`config.mk`:
```
export PLATFORM = sky130hd
export DESIGN_NAME = i2c_read_seq_flat
export DESIGN_NICKNAME = d
export VERILOG_FILES = /design/src/rtl/i2c_pkg.sv /design/src/rtl/i2c_read_seq_if.sv /design/src/rtl/i2c_read_fifo.sv /design/src/rtl/i2c_read_seq.sv /design/src/flat_wrapper.sv
export SDC_FILE = /design/constraint.sdc
export NUM_CORES = 1
export LEC_CHECK = 0
export ABC_AREA = 0
export ABC_CLOCK_PERIOD_IN_PS = 2900
export BUFFER_PORTS_ARGS = -buffer_cell sky130_fd_sc_hd__buf_2
export CAP_MARGIN = 20
export CORE_MARGIN = 1.5
export CORE_UTILIZATION = 33
export CTS_CLUSTER_DIAMETER = 150
export DETAILED_ROUTE_END_ITERATION = 6
export PLACE_DENSITY = 0.52
export SYNTH_ARGS = -nofsm -noshare
export SYNTH_HDL_FRONTEND = slang
export SYNTH_HIERARCHICAL = 1
export SYNTH_SLANG_ARGS = --single-unit
```
`constraint.sdc`:
```
create_clock -name clk -period 2.9 [get_ports clk]
set_clock_uncertainty 0.15 [all_clocks]
set_input_delay 0.145 -clock clk [delete_from_list [all_inputs] [get_ports clk]]
set_output_delay 0.145 -clock clk [all_outputs]
set_load 0.03 [all_outputs]
```
`src/rtl/i2c_pkg.sv`:
```
// Shared constants for the I2C register-burst reader.
// Holds FSM encoding, status codes and burst-length helper.
package i2c_pkg;

    localparam logic [2:0] S_IDLE       = 3'd0;
    localparam logic [2:0] S_WAIT_SPACE = 3'd1;
    localparam logic [2:0] S_ISSUE      = 3'd2;
    localparam logic [2:0] S_WAIT_BUSY  = 3'd3;
    localparam logic [2:0] S_WAIT_DONE  = 3'd4;
    localparam logic [2:0] S_FINISH     = 3'd5;

    localparam logic [3:0] STATUS_OK   = 4'h0;
    localparam logic [3:0] ERR_TIMEOUT = 4'hF;

    // A requested count of zero stands for a full 256-register sweep.
    function automatic logic [8:0] burst_len(input logic [7:0] c);
        return (c == 8'd0) ? 9'd256 : {1'b0, c};
    endfunction

endpackage

```
`src/rtl/i2c_read_seq_if.sv`:
```
// Bus bundle between the sequencer, the I2C master and the consumer.
// master: sequencer side; slave: master-model / consumer side.
interface i2c_read_seq_if #(
    parameter int DATA_W = 16
);
    logic              m_read_en;
    logic [6:0]        m_chip_addr;
    logic [7:0]        m_reg_addr;
    logic              m_busy;
    logic              m_done;
    logic [3:0]        m_status;
    logic [DATA_W-1:0] m_data_out;
    logic              rd_valid;
    logic              rd_ready;
    logic [DATA_W-1:0] rd_data;
    logic [7:0]        rd_addr;

    modport master (
        output m_read_en, m_chip_addr, m_reg_addr,
        input  m_busy, m_done, m_status, m_data_out,
        output rd_valid, rd_data, rd_addr,
        input  rd_ready
    );

    modport slave (
        input  m_read_en, m_chip_addr, m_reg_addr,
        output m_busy, m_done, m_status, m_data_out,
        input  rd_valid, rd_data, rd_addr,
        output rd_ready
    );

endinterface

```
`src/rtl/i2c_read_fifo.sv`:
```
// Synchronous FIFO buffering {addr, data} read results.
// Output is forced to zero while empty so idle data is clean.
module i2c_read_fifo #(
    parameter int W     = 24,
    parameter int DEPTH = 4
) (
    input  logic         clk,
    input  logic         rst,
    input  logic         push_i,
    input  logic [W-1:0] din_i,
    input  logic         pop_i,
    output logic [W-1:0] dout_o,
    output logic         full_o,
    output logic         empty_o
);
    localparam int AW = $clog2(DEPTH);

    logic [W-1:0] mem_q [DEPTH];
    logic [AW:0]  wptr_q, wptr_d;
    logic [AW:0]  rptr_q, rptr_d;
    logic         do_push, do_pop;

    assign empty_o = (wptr_q == rptr_q);
    assign full_o  = (wptr_q[AW] != rptr_q[AW]) &&
                     (wptr_q[AW-1:0] == rptr_q[AW-1:0]);
    assign do_pop  = pop_i && !empty_o;
    assign do_push = push_i && (!full_o || do_pop);
    assign dout_o  = empty_o ? '0 : mem_q[rptr_q[AW-1:0]];

    // Pointer advance on accepted push / pop.
    always_comb begin
        wptr_d = wptr_q;
        rptr_d = rptr_q;
        if (do_push) wptr_d = wptr_q + 1'b1;
        if (do_pop)  rptr_d = rptr_q + 1'b1;
    end

    // Pointer registers.
    always_ff @(posedge clk or posedge rst) begin
        if (rst) begin
            wptr_q <= '0;
            rptr_q <= '0;
        end else begin
            wptr_q <= wptr_d;
            rptr_q <= rptr_d;
        end
    end

    // Storage array; contents are don't-care until written.
    always_ff @(posedge clk) begin
        if (do_push) mem_q[wptr_q[AW-1:0]] <= din_i;
    end

endmodule

```
`src/rtl/i2c_read_seq.sv`:
```
// Burst register reader: issues one i2c_master read per register,
// buffers results in a FIFO and reports NACK / timeout errors.
module i2c_read_seq
    import i2c_pkg::*;
#(
    parameter int          DATA_W     = 16,
    parameter int          FIFO_DEPTH = 4,
    parameter logic [15:0] TIMEOUT    = 16'd50000
) (
    input  logic            clk,
    input  logic            reset,
    input  logic            start,
    input  logic [6:0]      chip_addr,
    input  logic [7:0]      base_addr,
    input  logic [7:0]      count,
    i2c_read_seq_if.master  bus,
    output logic            busy,
    output logic            done,
    output logic            error,
    output logic [3:0]      err_code
);
    localparam int FW = DATA_W + 8;

    logic [2:0]    state_q, state_d;
    logic [6:0]    chip_q, chip_d;
    logic [7:0]    addr_q, addr_d;
    logic [8:0]    rem_q, rem_d;
    logic [15:0]   tmo_q, tmo_d;
    logic          err_q, err_d;
    logic [3:0]    code_q, code_d;

    logic          push, pop;
    logic          fifo_full, fifo_empty;
    logic [FW-1:0] fifo_dout;

    // Next-state logic for the burst FSM and its counters.
    always_comb begin
        state_d = state_q;
        chip_d  = chip_q;
        addr_d  = addr_q;
        rem_d   = rem_q;
        tmo_d   = tmo_q;
        err_d   = err_q;
        code_d  = code_q;
        push    = 1'b0;
        case (state_q)
            S_IDLE: begin
                if (start) begin
                    chip_d  = chip_addr;
                    addr_d  = base_addr;
                    rem_d   = burst_len(count);
                    err_d   = 1'b0;
                    code_d  = STATUS_OK;
                    state_d = S_WAIT_SPACE;
                end
            end
            S_WAIT_SPACE: begin
                if (!fifo_full) state_d = S_ISSUE;
            end
            S_ISSUE: begin
                tmo_d   = '0;
                state_d = S_WAIT_BUSY;
            end
            S_WAIT_BUSY, S_WAIT_DONE: begin
                tmo_d = tmo_q + 16'd1;
                if (bus.m_done) begin
                    if (bus.m_status == STATUS_OK) begin
                        push    = 1'b1;
                        addr_d  = addr_q + 8'd1;
                        rem_d   = rem_q - 9'd1;
                        state_d = (rem_q == 9'd1) ? S_FINISH
                                                  : S_WAIT_SPACE;
                    end else begin
                        err_d   = 1'b1;
                        code_d  = bus.m_status;
                        state_d = S_FINISH;
                    end
                end else if (tmo_q == TIMEOUT - 16'd1) begin
                    err_d   = 1'b1;
                    code_d  = ERR_TIMEOUT;
                    state_d = S_FINISH;
                end else if (state_q == S_WAIT_BUSY && bus.m_busy) begin
                    state_d = S_WAIT_DONE;
                end
            end
            S_FINISH: state_d = S_IDLE;
            default:  state_d = S_IDLE;
        endcase
    end

    // State and datapath registers.
    always_ff @(posedge clk or posedge reset) begin
        if (reset) begin
            state_q <= S_IDLE;
            chip_q  <= '0;
            addr_q  <= '0;
            rem_q   <= '0;
            tmo_q   <= '0;
            err_q   <= 1'b0;
            code_q  <= STATUS_OK;
        end else begin
            state_q <= state_d;
            chip_q  <= chip_d;
            addr_q  <= addr_d;
            rem_q   <= rem_d;
            tmo_q   <= tmo_d;
            err_q   <= err_d;
            code_q  <= code_d;
        end
    end

    assign pop = bus.rd_ready && !fifo_empty;

    i2c_read_fifo #(
        .W     (FW),
        .DEPTH (FIFO_DEPTH)
    ) u_fifo (
        .clk     (clk),
        .rst     (reset),
        .push_i  (push),
        .din_i   ({addr_q, bus.m_data_out}),
        .pop_i   (pop),
        .dout_o  (fifo_dout),
        .full_o  (fifo_full),
        .empty_o (fifo_empty)
    );

    assign bus.m_read_en   = (state_q == S_ISSUE);
    assign bus.m_chip_addr = chip_q;
    assign bus.m_reg_addr  = addr_q;
    assign bus.rd_valid    = !fifo_empty;
    assign bus.rd_addr     = fifo_dout[FW-1:DATA_W];
    assign bus.rd_data     = fifo_dout[DATA_W-1:0];

    assign busy     = (state_q != S_IDLE);
    assign done     = (state_q == S_FINISH);
    assign error    = err_q;
    assign err_code = code_q;

endmodule

```
`src/flat_wrapper.sv`:
```
// flat-port wrapper written by rule: the top's interface ports become plain ports
module i2c_read_seq_flat import i2c_pkg::*;
#(
    parameter int          DATA_W     = 16,
    parameter int          FIFO_DEPTH = 4,
    parameter logic [15:0] TIMEOUT    = 16'd50000
)
  (clk, reset, start, chip_addr, base_addr, count, busy, done, error, err_code, bus_m_read_en, bus_m_chip_addr, bus_m_reg_addr, bus_m_busy, bus_m_done, bus_m_status, bus_m_data_out, bus_rd_valid, bus_rd_data, bus_rd_addr, bus_rd_ready);
  i2c_read_seq_if #(.DATA_W(DATA_W)) bus_i ();
  input  logic clk;
  input  logic reset;
  input  logic start;
  input  logic [6:0] chip_addr;
  input  logic [7:0] base_addr;
  input  logic [7:0] count;
  output logic busy;
  output logic done;
  output logic error;
  output logic [3:0] err_code;
  output wire logic [$bits(bus_i.m_read_en)-1:0] bus_m_read_en;
  output wire logic [$bits(bus_i.m_chip_addr)-1:0] bus_m_chip_addr;
  output wire logic [$bits(bus_i.m_reg_addr)-1:0] bus_m_reg_addr;
  input wire logic [$bits(bus_i.m_busy)-1:0] bus_m_busy;
  input wire logic [$bits(bus_i.m_done)-1:0] bus_m_done;
  input wire logic [$bits(bus_i.m_status)-1:0] bus_m_status;
  input wire logic [$bits(bus_i.m_data_out)-1:0] bus_m_data_out;
  output wire logic [$bits(bus_i.rd_valid)-1:0] bus_rd_valid;
  output wire logic [$bits(bus_i.rd_data)-1:0] bus_rd_data;
  output wire logic [$bits(bus_i.rd_addr)-1:0] bus_rd_addr;
  input wire logic [$bits(bus_i.rd_ready)-1:0] bus_rd_ready;
  assign bus_m_read_en = bus_i.m_read_en;
  assign bus_m_chip_addr = bus_i.m_chip_addr;
  assign bus_m_reg_addr = bus_i.m_reg_addr;
  assign bus_i.m_busy = bus_m_busy;
  assign bus_i.m_done = bus_m_done;
  assign bus_i.m_status = bus_m_status;
  assign bus_i.m_data_out = bus_m_data_out;
  assign bus_rd_valid = bus_i.rd_valid;
  assign bus_rd_data = bus_i.rd_data;
  assign bus_rd_addr = bus_i.rd_addr;
  assign bus_i.rd_ready = bus_rd_ready;
  i2c_read_seq #(.DATA_W(DATA_W), .FIFO_DEPTH(FIFO_DEPTH), .TIMEOUT(TIMEOUT)) u_core (.clk(clk), .reset(reset), .start(start), .chip_addr(chip_addr), .base_addr(base_addr), .count(count), .bus(bus_i), .busy(busy), .done(done), .error(error), .err_code(err_code));
endmodule
```
==> impl.org, run 1 <==
** Setup path
- The worst setup path is launched from a flop.
- The setup check on the worst reg-to-reg path leaves a slack of between 0.2 and 0.25 ns.
- Worst Setup Path Type :: flop to flop
- Critical Path End Type :: flop
- For the worst setup path, the data required time is between 3 and 4 ns.
- Worst path arrival time :: ~2.9 ns
- Along the worst path, the maximum fanout reaches 13.

** Drt
- The count of nets left with antenna violations once routing finished came out at 0.
- Routed wirelength normalized by instance count :: ~18 um
- Total detailed-routing wirelength :: between 15,000 and 20,000 um
- The first detailed-routing pass took 5 iterations.
- The routed layout has 4,891 vias.
- DRC :: 0
- Post-detailed-route via-to-cell ratio :: between 5 and 6
- The detailed router finished its first iteration with just under 300 violations.

** Clock network
- The number of setup buffers added after CTS is 0.
- Sink count of the clock tree :: 150
- Clock tree synthesis inserted a total of 17 buffers.
- The clock reaches the later pin of the worst-skew pair after between 0.4 and 0.5 ns.
- The clock tree synthesis step divided the H-tree into 4 levels.
- Root Buffer Master :: clkbuf_16
- CTS tree :: done
- Buffer levels on the longest clock path :: 2
- Clock Pin Slew Worst Setup and Hold Paths :: about 0.06 ns
- The number of gates resized after CTS was 0.

** Power
- Summed over all cells, the static leakage comes to roughly 3.4 nW.
- Peak VDD IR :: 0.0006348 V
- Pwr/cell area :: between 900 and 1000 nW/um2

** Place
- Detailed Place HPWL :: ~11,000 um
- The count of buffers added on input and output ports is between 90 and 100.
- Routability-driven placement finished with a final weighted congestion of approximately 0.82.
- The placed instances occupy a cell area of 7797 um2.

** Layout
- The number of antenna diodes in the final layout is 0.
- Compared with the post-synthesis result, the final layout area differs by 27.88%.
- Net count, final :: just over 700
- In the final layout, the share of cells above drive strength 1 is 28.21%.
- The finished cells cover about 8800 um2.
- After filler insertion, the fill cell instance count of the layout stands at 1,862.
- Commonest cells after routing, fill and taps aside :: buf_2 (96), edfxtp_1 (96), dfrtp_1 (53), dlygate4sd3_1 (45), nand2_1 (44)

** STA
- The number of hold violations in the final report is 0.
- Max Clk Rate :: 372.6 MHz
- After layout, the minimum clock period comes to 2.684 ns.
- Number of max-slew violations in the final report :: 0
- Rel. slew slack :: 55.12%
- Unrepaired setup endpoints after global routing :: false
- TNS Setup :: 0 ns
- Finish-stage setup viols :: 0
- Period utilisation layout :: approximately 93%
- For the pin with the worst max-slew slack, the measured transition is 0.6680 ns.

** Die
- The region available for standard cell placement spans about 20,000 um2.
- Once the floorplan was initialized, standard cells occupied around 34% of the core.
- DIE AREA :: between 20,000 and 25,000 um2
- In this run the vertical extent of the chip is approximately 150 um.
- Number of top-level pins :: 97
- Site row count :: 52
- The floorplan step set the die width to around 150 um.

** Yosys
- Dividing the synthesized area by the synthesized cell count gives ~14 um2.
- Fraction of the yosys area taken by sequential cells :: 61.22%
- After synthesis the netlist holds a flip-flop and latch count of 150.
- In the synthesized netlist the async set-or-reset flop fraction comes to ~36%.
- Net count of the mapped netlist :: roughly 560
- Post-Synthesis Cell Area :: between 6000 and 7000 um2
- Warnings from Yosys :: 6
- Counting flops with a built-in enable in the synthesized netlist gives 96.
- Synthesized instance count :: 506
- Distinct cell type count after synthesis :: 72
- Most used flip-flop cell after synthesis :: edfxtp_1

** GRT
- The number of global-route vias before repair is 5,083.
- Global routing used ~16% of the available tracks across all layers.
- Global route total overflow :: 0
- The first global-routing pass estimated 26,430 um of wire.
- The number of antenna violations at the first check in global routing was 0.
- Entering global routing, the biggest net connects 49 pins.

** Hold path
- Type of the most critical hold path :: input port to flop

** Flow run
- Max-capacitance violation count :: 0

** Run status
- The flow ran to the end, and the final reports show no timing, DRC or antenna violations.
==> cell usage after synthesis, types with 2 or more instances <==
cell type | n | area [um2]
a2111oi_0 | 2 | 17.52
a211o_1 | 3 | 26.28
a211oi_1 | 4 | 30.03
a211oi_2 | 2 | 25.02
a21oi_1 | 17 | 85.08
a22oi_1 | 9 | 67.56
a2bb2oi_1 | 2 | 17.52
a31oi_1 | 5 | 31.28
and2_1 | 2 | 12.51
and3_1 | 6 | 37.54
and4_1 | 4 | 35.03
buf_2 | 13 | 65.06
buf_4 | 3 | 22.52
buf_6 | 2 | 22.52
clkbuf_1 | 7 | 26.28
dfrtp_1 | 54 | 1351
edfxtp_1 | 96 | 2883
ha_1 | 9 | 112.6
inv_1 | 26 | 97.59
mux2_1 | 2 | 22.52
mux4_1 | 3 | 78.83
mux4_2 | 21 | 473.0
nand2_1 | 44 | 165.2
nand2b_1 | 2 | 12.51
nand3_1 | 16 | 80.08
nand4_1 | 4 | 25.02
nor2_1 | 8 | 30.03
nor2_2 | 2 | 12.51
nor2b_1 | 25 | 156.4
nor3_1 | 13 | 65.06
nor4_1 | 4 | 25.02
nor4b_1 | 3 | 26.28
o211ai_1 | 8 | 60.06
o21ai_0 | 18 | 90.09
o221ai_1 | 3 | 26.28
o22a_1 | 4 | 35.03
o22ai_1 | 9 | 56.30
o31ai_1 | 2 | 15.01
o41ai_2 | 2 | 32.53
or3_1 | 5 | 31.28
or4_1 | 6 | 45.04
xnor2_1 | 5 | 43.79
xor2_4 | 2 | 55.05
==> what timing repair did <==
action | in CTS | in global routing
endpoints found under the setup margin | 0 | 0
hold buffers | 45 | 0
hold endpoints to repair | 143 | 0
==> layer usage <==
layer  track usage (%)  up-vias  share of wire, %
li1                  -     2261                 -
met1             19.82     2466                44
met2             26.29      148                50
met3             3.827       16               4.6
met4             6.000        0               1.5
met5                 0        -                 0
==> path summary, 6_finish.rpt <==
path                                                        from                                     to  cells after the start
max in group asynchronous                                  reset  u_core/bus.m_chip_addr[6]$_DFFE_PP0P_                      4
min reg2reg                u_core/bus.m_chip_addr[2]$_DFFE_PP0P_  u_core/bus.m_chip_addr[2]$_DFFE_PP0P_                      2
max                                u_core/state_q[1]$_DFFE_PP0P_         u_core/err_code[3]$_DFFE_PP0P_                      7
max reg2reg                        u_core/state_q[1]$_DFFE_PP0P_         u_core/err_code[3]$_DFFE_PP0P_                      7
min                                                     count[7]            u_core/rem_q[7]$_DFFE_PP0P_                      3
min in group asynchronous                                  reset    u_core/u_fifo/wptr_q[2]$_DFFE_PP0P_                      3
==> sequential cells by signal (all words and copies together), names as in the netlist <==
name                    flops
u_core/err_code             4
u_core/bus.m_chip_addr      7
u_core/u_fifo/rptr_q        3
u_core/state_q              3
u_core/rem_q                9
u_core/u_fifo/wptr_q        3
u_core/tmo_q               16
u_core/error                1
u_core/u_fifo/mem_q        96
u_core/bus.m_reg_addr       8
==> worst max-delay path: stages (launching register included) <==
cell,delay [ns]
dfrtp_1,0.49
or3b_1,0.43
buf_4,0.20
nand2_1,0.35
buf_4,0.22
nand3_1,0.07
dlygate4sd3_1,0.57
o211ai_1,0.10
==> power by group <==
| group | switching [W] | internal (W) | leakage (nW) |
|---|---|---|---|
| Clock | 0.000905 | 0.00122 | 0.273 |
| Combinational | 0.00233 | 0.00136 | 1.64 |
| Sequential | 0.000384 | 0.00260 | 1.53 |
==> cell families after synthesis <==
family	count (synthesis)	share of synthesized area (%)
AND/OR/NAND/NOR	157	12.86
AO/OA/AOI/OAI	102	10.51
XOR/XNOR	8	1.556
buffers and inverters	52	3.618
multiplexers	28	8.611
flip-flops	150	61.22
adder cells (fa/ha/maj)	9	1.628
==> through the flow <==
step | utilization [%] | power, W | std cells | hold slack, ns | setup slack [ns]
after floorplan | - | 0.005580 | 506 | -0.2140 | 0.03507
after global placement | 38.15 | 0.006568 | 868 | -0.05229 | 0.4040
after detailed placement | 38.29 | 0.006702 | 869 | -0.05049 | 0.3775
after CTS | 43.33 | 0.008912 | 946 | 0.01279 | 0.2133
after global routing | 43.43 | 0.009293 | 947 | 0.03120 | 0.1160
final | 43.43 | 0.008813 | 947 | 0.02409 | 0.2162
==> cell type report <==
class	count	area, um2	area share (%)
inverters	27	113.9	1.287
flip-flops and latches	150	4235	47.89
repair buffers	164	1149	12.99
multi-input cells	304	2432	27.50
clock inverters	14	137.6	1.556
clock buffers	18	439.2	4.965
well taps	270	337.8	3.819
(Power assumes the default switching activity.)
==> run 2, diff against run 1 <==
--- a/config.mk
+++ b/config.mk
@@ -10,10 +10,10 @@
 export BUFFER_PORTS_ARGS = -buffer_cell sky130_fd_sc_hd__buf_2
 export CAP_MARGIN = 20
 export CORE_MARGIN = 1.5
-export CORE_UTILIZATION = 33
+export CORE_UTILIZATION = 30
 export CTS_CLUSTER_DIAMETER = 150
 export DETAILED_ROUTE_END_ITERATION = 6
-export PLACE_DENSITY = 0.52
+export PLACE_DENSITY = 0.48
 export SYNTH_ARGS = -nofsm -noshare
 export SYNTH_HDL_FRONTEND = slang
 export SYNTH_HIERARCHICAL = 1
==> constraint.sdc (replaced) <==
create_clock -name clk -period 2.9 [get_ports clk]
set_clock_uncertainty 0.15 [all_clocks]
set_input_delay 0.29 -clock clk [delete_from_list [all_inputs] [get_ports clk]]
set_output_delay 0.29 -clock clk [all_outputs]
set_load 0.03 [all_outputs]
==> run 2 against run 1 <==
Hold slack better by 0.021 ns. Via count decreased by 2.4%. Total power grew 0.14%. Routed wire length decreased by 0.73%. Non-clock buffer count is 20 lower. Design area is 1.9% lower.
==> impl.org, run 2 (synthesis results as in run 1) <==
** Run status
- Status: finished, final reports clean (unchanged).

** GRT
- The number of antenna violations at the first check in global routing is 2 (was 0).
- The residual overflow from global routing came to 0 (unchanged).
- Number of global-route vias before repair :: 4,956 (was 5,083)
- The first-pass GRT wire length came to 26,710 um (was 26,430 um).
- Overall fraction of global-route tracks in use :: 14.62% (was 15.77%)
- Pin count of the biggest net entering global routing :: 38 (was 49)

** Power
- The fraction of power consumed by sequential logic came to 33.4% (was 33.9%).
- The total leakage power was 3.367 nW (was 3.443 nW).
- Pwr/cell area :: 1017 nW/um2 (was 996.4 nW/um2)
- Relative contribution of combinational cells to total power :: 41.4% (was 41.9%)
- The internal power summed over all cells is 0.005224 W (was 0.005190 W).
- The fraction of power spent switching nets came to 40.80% (was 41.10%).
- The maximum vdd drop is 0.0004561 V (was 0.0006348 V).
- The power spent charging and discharging nets came to 0.003600 W (was 0.003622 W).
- Clock share of power :: 25.1% (was 24.2%)

** Drt
- The per-cell routed wire length came to 17.63 um (was 17.68 um).
- Total number of vias :: 4,772 (was 4,891)
- The count of TritonRoute iterations in the first routing pass is 5 (unchanged).
- The remaining antenna violation count after routing is 0 (unchanged).
- Number of design-rule violations left by the first detailed-router iteration :: 290 (was 293)
- The detailed-route wire length was 16,620 um (was 16,750 um).
- DRC :: 0 (unchanged)
- The via density per instance was 5.060 (was 5.165).

** Hold path
- Terminating pin of the worst hold path :: u_core/err_code[0]$_DFFE_PP0P_ (was u_core/rem_q[7]$_DFFE_PP0P_)
- Start point of the worst min-delay path :: bus_m_status[0] (was count[7])
- Hold path cells :: 3 (unchanged)
- Type of the most critical hold path :: input port to flop (unchanged)

** Setup path
- Critical-path cell list: buf_4, mux4_1, nor2b_1, buf_2 (was or3b_1, buf_4, nand2_1, buf_4, nand3_1, dlygate4sd3_1, o211ai_1).
- The endpoint kind of the worst setup timing path is a primary output (was flop).
- The reg-to-reg critical path endpoint is u_core/u_fifo/mem_q[3][3]$_DFFE_PP_ (was u_core/err_code[3]$_DFFE_PP0P_).
- The critical path startpoint category was a flop (unchanged).
- The largest incremental delay on the critical path is 0.64 ns (was 0.57 ns).
- The gate family responsible for the most delay along the worst path is buffers and inverters (unchanged).
- The library cell contributing the largest single delay on the critical path is mux4_1 (was dlygate4sd3_1).
- Reg2reg setup slack :: 0.30 ns (was 0.22 ns)
- The highest fanout seen on the critical path came to 26 (was 13).
- Cell depth of the worst flop-to-flop path :: 7 (unchanged)
- The reg-to-reg startpoint is u_core/state_q[2]$_DFFE_PP0P_ (was u_core/state_q[1]$_DFFE_PP0P_).
- Worst path arrival time :: 2.27 ns (was 2.86 ns)
- Worst Setup Path Type :: flop to primary output (was flop to flop)
- Buffers plus inverters on the worst setup path :: 2 (was 3)
- The critical path data required time was 2.46 ns (was 3.07 ns).

** Clock network
- The number of buffers inserted to repair setup after CTS came to 0 (unchanged).
- Num CTS Buffers :: 17 (unchanged)
- Post_cts resized :: 0 (unchanged)
- CTS tree :: done (unchanged)
- Root Buffer Master :: clkbuf_16 (unchanged)
- Clock Pin Slew Worst Setup and Hold Paths :: 0.06 ns (about the same)
- The maximum root-to-sink buffer count is 2 (unchanged).
- Sink count of the clock tree :: 150 (unchanged)
- The insertion delay of the later-clocked pin in the worst-skew pair was 0.42 ns (about the same).
- The number of H-tree levels was 4 (unchanged).

** STA
- The transition time of the tightest slew-check pin was 0.7739 ns (was 0.6680 ns).
- Finish-stage setup viols :: 0 (unchanged)
- Period utilisation layout :: 93.36% (was 92.54%)
- Rel. slew slack :: 47.93% (was 55.12%)
- The final setup TNS came to 0 ns (unchanged).
- The number of hold violations in the final report is 0 (unchanged).
- Unrepaired setup endpoints after global routing: false (unchanged).
- Number of max-slew violations in the final report :: 0 (unchanged)
- The maximum operating frequency came to 369.3 MHz (was 372.6 MHz).
- The clock period minus worst slack was 2.707 ns (was 2.684 ns).

** Place
- Number of buffer cells added on primary ports :: 96 (unchanged)
- Routability cong. :: 0.8479 (was 0.8237)
- The half-perimeter wire length of the detailed placement result is 11,050 um (was 11,190 um).

** Layout
- The area growth from synthesis to final layout came to 25.40% (was 27.88%).
- The final-layout fill cell count came to 2,170 (was 1,862).
- The final core utilization is 38.31% (was 43.43%).
- Commonest cells after routing, fill and taps aside: buf_2 (96), edfxtp_1 (96), dfrtp_1 (53), nand2_1 (44) (was buf_2 (96), edfxtp_1 (96), dfrtp_1 (53), dlygate4sd3_1 (45), nand2_1 (44)).
- Area of combinational cells with multiple inputs :: 2432 um2 (unchanged)
- Combined flip-flop and latch cell area :: 4235 um2 (unchanged)
- The final-stage net count was 702 (was 722).
- Max reg flops :: 96 (unchanged)
- The fraction of layout cells with a size suffix above 1 came to 28.96% (was 28.21%).

** Die
- Number of top-level pins :: 97 (unchanged)
- The initial core utilization was 30.55% (was 33.96%).
- The area of the die is 23,980 um2 (was 21,840 um2).
- Site row count :: 55 (was 52)
- The total core area came to 22,640 um2 (was 20,360 um2).
- The floorplan die height was 154.8 um (was 147.8 um).
- The x dimension of the die is 154.8 um (was 147.8 um).

** Flow run
- Max-capacitance violation count :: 0 (unchanged)
-- run 2: cell types whose count changed in the layout (fill, tap and decap cells not counted) --
cell	change
bufinv_16	+1
inv_8	+1
diode_2	+2
buf_16	-1
clkinv_4	+1
buf_12	+1
clkinvlp_4	-2
dlygate4sd3_1	-20
inv_6	-1
clkbuf_8	-1
-- run 2: layout make-up --
type	instances	area share (%)
Sequential cell	150	48.83
Multi-Input combinational cell	304	28.04
Timing Repair Buffer	144	10.85
Clock buffer	17	4.905
Tap cell	285	4.111
Clock inverter	14	1.890
Inverter	27	1.313
Antenna cell	2	0.05770
-- run 2: worst max path at each step --
stage               cells past startpoint                                  end                                start  slack [ns]
finish                                  4                       bus_rd_data[3]  u_core/u_fifo/rptr_q[0]$_DFFE_PP0P_        0.19
global route                            4                       bus_rd_data[3]  u_core/u_fifo/rptr_q[0]$_DFFE_PP0P_       0.005
CTS                                     4                       bus_rd_data[3]  u_core/u_fifo/rptr_q[0]$_DFFE_PP0P_        0.11
global placement                        8  u_core/u_fifo/mem_q[3][0]$_DFFE_PP_                      bus_m_status[2]        0.25
detailed placement                      8  u_core/u_fifo/mem_q[3][1]$_DFFE_PP_                      bus_m_status[2]        0.21
floorplan                               7  u_core/u_fifo/mem_q[0][0]$_DFFE_PP_  u_core/u_fifo/rptr_q[0]$_DFFE_PP0P_        0.04
-- run 2: worst register-to-register path, delay by kind of cell, from the launching register on --
kind / cells / cell delay [ns]
buf+inv: 3 / 0.61
compound gates: 2 / 0.50
simple gates: 2 / 0.55
flops: 1 / 0.49
-- run 2: metrics by stage --
| step | hold slack (ns) | power, W | cell area, um2 | worst slack (ns) | std cells |
|---|---|---|---|---|---|
| 2_1_floorplan | -0.06904 | 0.005580 | 6917 | 0.03507 | 506 |
| 5_1_grt | 0.03374 | 0.009365 | 8668 | 0.005019 | 941 |
| 3_3_place_gp | 0.09722 | 0.006607 | 7829 | 0.2526 | 885 |
| 4_1_cts | 0.02926 | 0.008950 | 8668 | 0.1070 | 941 |
| 3_5_place_dp | 0.09817 | 0.006661 | 7829 | 0.2056 | 885 |
| 6_report | 0.04505 | 0.008825 | 8673 | 0.1925 | 943 |
-- run 2: power groups by stage --
stage | registers [W] | clock network [W] | logic (W)
after floorplan | 0.00311 | 0 | 0.00247
after global placement | 0.00297 | 0 | 0.00363
after detailed placement | 0.00299 | 0 | 0.00367
after CTS | 0.00295 | 0.00230 | 0.00370
after global routing | 0.00301 | 0.00239 | 0.00397
final | 0.00295 | 0.00222 | 0.00366
-- run 2: layer usage --
| metal | vias to the layer above | share of wire (%) | routed length [um] | global-route usage [%] |
|---|---|---|---|---|
| met5 | - | 0 | 0 | 0 |
| li1 | 2231 | - | - | - |
| met3 | 10 | 5.3 | 874 | 4.287 |
| met1 | 2372 | 46 | 7605 | 18.64 |
| met2 | 159 | 48 | 8030 | 24.26 |
| met4 | 0 | 0.69 | 114 | 4.029 |
-- run 2: timing repair --
action,CTS,global route
hold buffers,25,0
endpoints found under the setup margin,0,0
endpoints found under the hold margin,89,0
==> run 3, diff against run 2 <==
--- a/config.mk
+++ b/config.mk
@@ -9,12 +9,13 @@
 export ABC_CLOCK_PERIOD_IN_PS = 2900
 export BUFFER_PORTS_ARGS = -buffer_cell sky130_fd_sc_hd__buf_2
 export CAP_MARGIN = 20
+export CELL_PAD_IN_SITES_DETAIL_PLACEMENT = 0
+export CELL_PAD_IN_SITES_GLOBAL_PLACEMENT = 1
 export CORE_MARGIN = 1.5
 export CORE_UTILIZATION = 30
 export CTS_CLUSTER_DIAMETER = 150
 export DETAILED_ROUTE_END_ITERATION = 6
-export PLACE_DENSITY = 0.48
+export PLACE_DENSITY = 0.56
 export SYNTH_ARGS = -nofsm -noshare
 export SYNTH_HDL_FRONTEND = slang
-export SYNTH_HIERARCHICAL = 1
 export SYNTH_SLANG_ARGS = --single-unit
==> run 3 against run 2 <==
Count of clock-buffer cells in the layout is 1 higher. Flip-flop and latch count unchanged. Combinational power about the same. Routed wire length is essentially flat. Clock power is 5% lower. Hold slack worse by 0.016 ns. Utilization fell by 0.28 points. Sequential power up 3%. Global-route usage hardly changed. Synthesized area shrank 0.40%. Synthesized cell count is 0.20% higher.
==> impl.org, run 3 <==
** Run status
- Status :: finished, final reports clean (unchanged)

** Drt
- The number of design-rule violations left by the first detailed-router iteration was 258 (was 290).
- The via density per instance is 4.983 (was 5.060).
- DRC :: 0 (unchanged)
- The per-cell routed wire length is 17.76 um (was 17.63 um).
- Total detailed-routing wirelength :: 16,610 um (was 16,620 um)
- Count of nets left with antenna violations after detail routing :: 0 (unchanged)
- Total number of vias :: 4,659 (was 4,772)
- The count of TritonRoute iterations in the first routing pass is 4 (was 5).

** GRT
- The first-pass GRT wire length came to 26,850 um (was 26,710 um).
- The aggregate global-route resource usage is 14.66% (was 14.62%).
- The number of antenna violations at the first check in global routing was 0 (was 2).
- Number of global-route vias before repair :: 4,910 (was 4,956)
- Pin count of the biggest net entering global routing :: 29 (was 38)
- Global route total overflow :: 0 (unchanged)

** Flow run
- Max-capacitance violation count :: 0 (unchanged)

** STA
- The maximum operating frequency came to 386.7 MHz (was 369.3 MHz).
- The relative slew slack is 55.29% (was 47.93%).
- The final setup TNS is 0 ns (unchanged).
- Number of max-slew violations in the final report :: 0 (unchanged)
- Unrepaired setup endpoints after global routing :: false (unchanged)
- The worst hold-check slack came to 0.02904 ns (was 0.04505 ns).
- Finish-stage setup viols :: 0 (unchanged)
- The share of the clock period used by the worst path after layout was 89.17% (was 93.36%).
- The number of hold violations in the final report is 0 (unchanged).
- The clock period minus worst slack was 2.586 ns (was 2.707 ns).
- Slew of the pin with the lowest slew margin :: 0.6697 ns (was 0.7739 ns)

** Power
- Total power of the final layout :: 0.008781 W (was 0.008825 W)
- Pwr/cell area :: 1023 nW/um2 (was 1017 nW/um2)
- P_int :: 0.005126 W (was 0.005224 W)
- The total leakage power came to 3.341 nW (was 3.367 nW).
- Sequential share of power :: 34.6% (was 33.4%)
- Peak VDD IR :: 0.0004138 V (was 0.0004561 V)
- The fraction of power spent switching nets came to 41.62% (was 40.80%).
- Relative contribution of combinational cells to total power :: 41.5% (was 41.4%)
- Reported net switching power :: 0.003654 W (was 0.003600 W)
- The part of the total power dissipated in the clock network is 23.9% (was 25.1%).

** Layout
- Commonest cells after routing, fill and taps aside: buf_2 (96), edfxtp_1 (96), dfrtp_1 (53), nand2_1 (45), and2_1 (28) (was buf_2 (96), edfxtp_1 (96), dfrtp_1 (53), nand2_1 (44)).
- The number of flip-flops in the largest register came to 96 (unchanged).
- The diode insertion count for antenna repair was 0 (was 2).
- The area growth from synthesis to final layout came to 24.59% (was 25.40%).
- Ratio of cells with drive above 1 in the final layout :: 28.31% (was 28.96%)
- Net count, final :: 695 (was 702)

** Clock network
- The sink count of the clock tree is 150 (unchanged).
- The hold-fix buffer count after cts came to 25 (unchanged).
- Clock Pin Slew Worst Setup and Hold Paths :: 0.06 ns (about the same)
- CTS tree :: done (unchanged)
- The number of H-tree levels is 4 (unchanged).
- Buffer levels on the longest clock path :: 2 (unchanged)
- Post_cts resized :: 0 (unchanged)
- Num CTS Buffers :: 17 (unchanged)
- Clock latency on the worst-skew pair :: 0.42 ns (about the same)
- Buffer count from post-CTS setup fixing :: 0 (unchanged)
- Root Buffer Master :: clkbuf_16 (unchanged)

** Die
- The initial core utilization was 30.52% (was 30.55%).
- DIE AREA :: 23,880 um2 (was 23,980 um2)
- The number of I/O pins came to 97 (unchanged).
- The total core area was 22,570 um2 (was 22,640 um2).
- Height of the die :: 154.5 um (was 154.8 um)
- The cell row count came to 55 (unchanged).
- The x dimension of the die came to 154.5 um (was 154.8 um).

** Yosys
- Most frequent cells after synthesis: edfxtp_1 (96), dfrtp_1 (54), nand2_1 (45) (was edfxtp_1 (96), dfrtp_1 (54), nand2_1 (44)).
- Warnings from Yosys :: 0 (was 6)
- Post-synth EDFFs :: 96 (unchanged)
- Area fraction of the dominant cell type after synthesis :: 41.85% (was 41.68%)
- The post-synthesis cell type count is 72 (unchanged).
- The fraction of registers with async set/reset was 36.00% (unchanged).
- Synth area leader :: edfxtp_1 (unchanged)
- Syn avg cell area :: 13.59 um2 (was 13.67 um2)
- Fraction of the yosys area taken by sequential cells :: 61.46% (was 61.22%)
- The synthesized instance count is 507 (was 506).
- The cell with the most instances after synthesis was edfxtp_1 (unchanged).
- The count of state elements after synthesis is 150 (unchanged).
- Ranking of synthesized cells by area: edfxtp_1 (42%), dfrtp_1 (20%), mux4_2 (7.8%), and2_1 (2.5%), nand2_1 (2.5%) (was edfxtp_1 (42%), dfrtp_1 (20%), mux4_2 (6.8%), nand2_1 (2.4%), nor2b_1 (2.3%)).
- The area of the mapped netlist came to 6889 um2 (was 6917 um2).
- The net count after synthesis came to 565 (was 564).
- The most instantiated flip-flop cell in the synthesis netlist is edfxtp_1 (unchanged).

** Setup path
- The critical path startpoint category is a flop (unchanged).
- Worst path arrival time :: 2.15 ns (was 2.27 ns)
- The endpoint kind of the worst setup timing path was a primary output (unchanged).
- The critical path data required time came to 2.46 ns (about the same).
- The highest fanout seen on the critical path was 20 (was 26).
- The path type of the worst setup path is flop to primary output (unchanged).

** Hold path
- The type of the worst min-delay path is input port to flop (unchanged).

** Place
- The number of port buffers is 96 (unchanged).
- Detailed Place HPWL :: 10,820 um (was 11,050 um)
- The global placer's final weighted congestion came to 0.8199 (was 0.8479).
run 3: path summary, 6_finish.rpt:
kind,start,to,slack (ns),cells after the start
max in group asynchronous,reset,u_core.tmo_q[12]$_DFFE_PP0P_,1.64,4
hold reg to reg,u_core.bus.m_chip_addr[0]$_DFFE_PP0P_,u_core.bus.m_chip_addr[0]$_DFFE_PP0P_,0.32,2
min in group asynchronous,reset,u_core.rem_q[7]$_DFFE_PP0P_,0.36,3
hold / removal,bus_rd_ready,u_core.u_fifo.rptr_q[2]$_DFFE_PP0P_,0.03,3
setup reg to reg,u_core.state_q[1]$_DFFE_PP0P_,u_core.tmo_q[4]$_DFFE_PP0P_,0.51,5
setup / recovery,u_core.u_fifo.rptr_q[0]$_DFFE_PP0P_,bus_rd_addr[6],0.31,4
run 3: layout make-up:
class | count | area, um2
Clock buffer | 18 | 429.2
Clock inverter | 14 | 132.6
Fill cell | 2165 | 13990
Inverter | 15 | 56.30
Multi-Input combinational cell | 314 | 2432
Sequential cell | 150 | 4235
Tap cell | 285 | 356.6
Timing Repair Buffer | 139 | 940.9
run 3: routing by layer:
layer  global-route usage, %  wire (um)
met4                   3.342        121
met5                       0          0
met1                   19.54       7847
met3                   3.895        690
met2                   23.96       7951
run 3: power by group through the flow:
stage,Sequential [W],Clock (W),Combinational [W]
6_report,0.00303,0.00210,0.00364
3_5_place_dp,0.00308,0,0.00367
5_1_grt,0.00310,0.00226,0.00398
4_1_cts,0.00304,0.00217,0.00370
3_3_place_gp,0.00306,0,0.00363
2_1_floorplan,0.00314,0,0.00257
run 3: cell families (layout without fill, tap and decap cells):
logic type | Yosys count | count (layout) | share of synthesized area, %
xor gates and xnor gates | 8 | 8 | 1.017
and+or+nand+nor | 180 | 180 | 14.89
muxes | 31 | 31 | 8.899
DFF | 150 | 150 | 61.46
adders and majority gates | 9 | 9 | 1.635
AOI/OAI and AO/OA | 86 | 86 | 8.864
buffers and inverters | 43 | 186 | 3.233
run 3: critical path, stage by stage (launching register included):
cell and delay [ns]:
dfrtp_2 0.58, buf_12 0.26, mux4_2 0.51, and2_1 0.20, buf_2 0.18
run 3: stage by stage:
| stage | setup WS [ns] | std cells | util, % | cell area [um2] |
|---|---|---|---|---|
| floorplan | 0.4998 | 507 | - | 6889 |
| global placement | 0.6042 | 878 | 34.43 | 7771 |
| detailed placement | 0.4982 | 878 | 34.43 | 7771 |
| CTS | 0.2428 | 935 | 38.03 | 8583 |
| global route | 0.1679 | 935 | 38.03 | 8583 |
| finish | 0.3140 | 935 | 38.03 | 8583 |
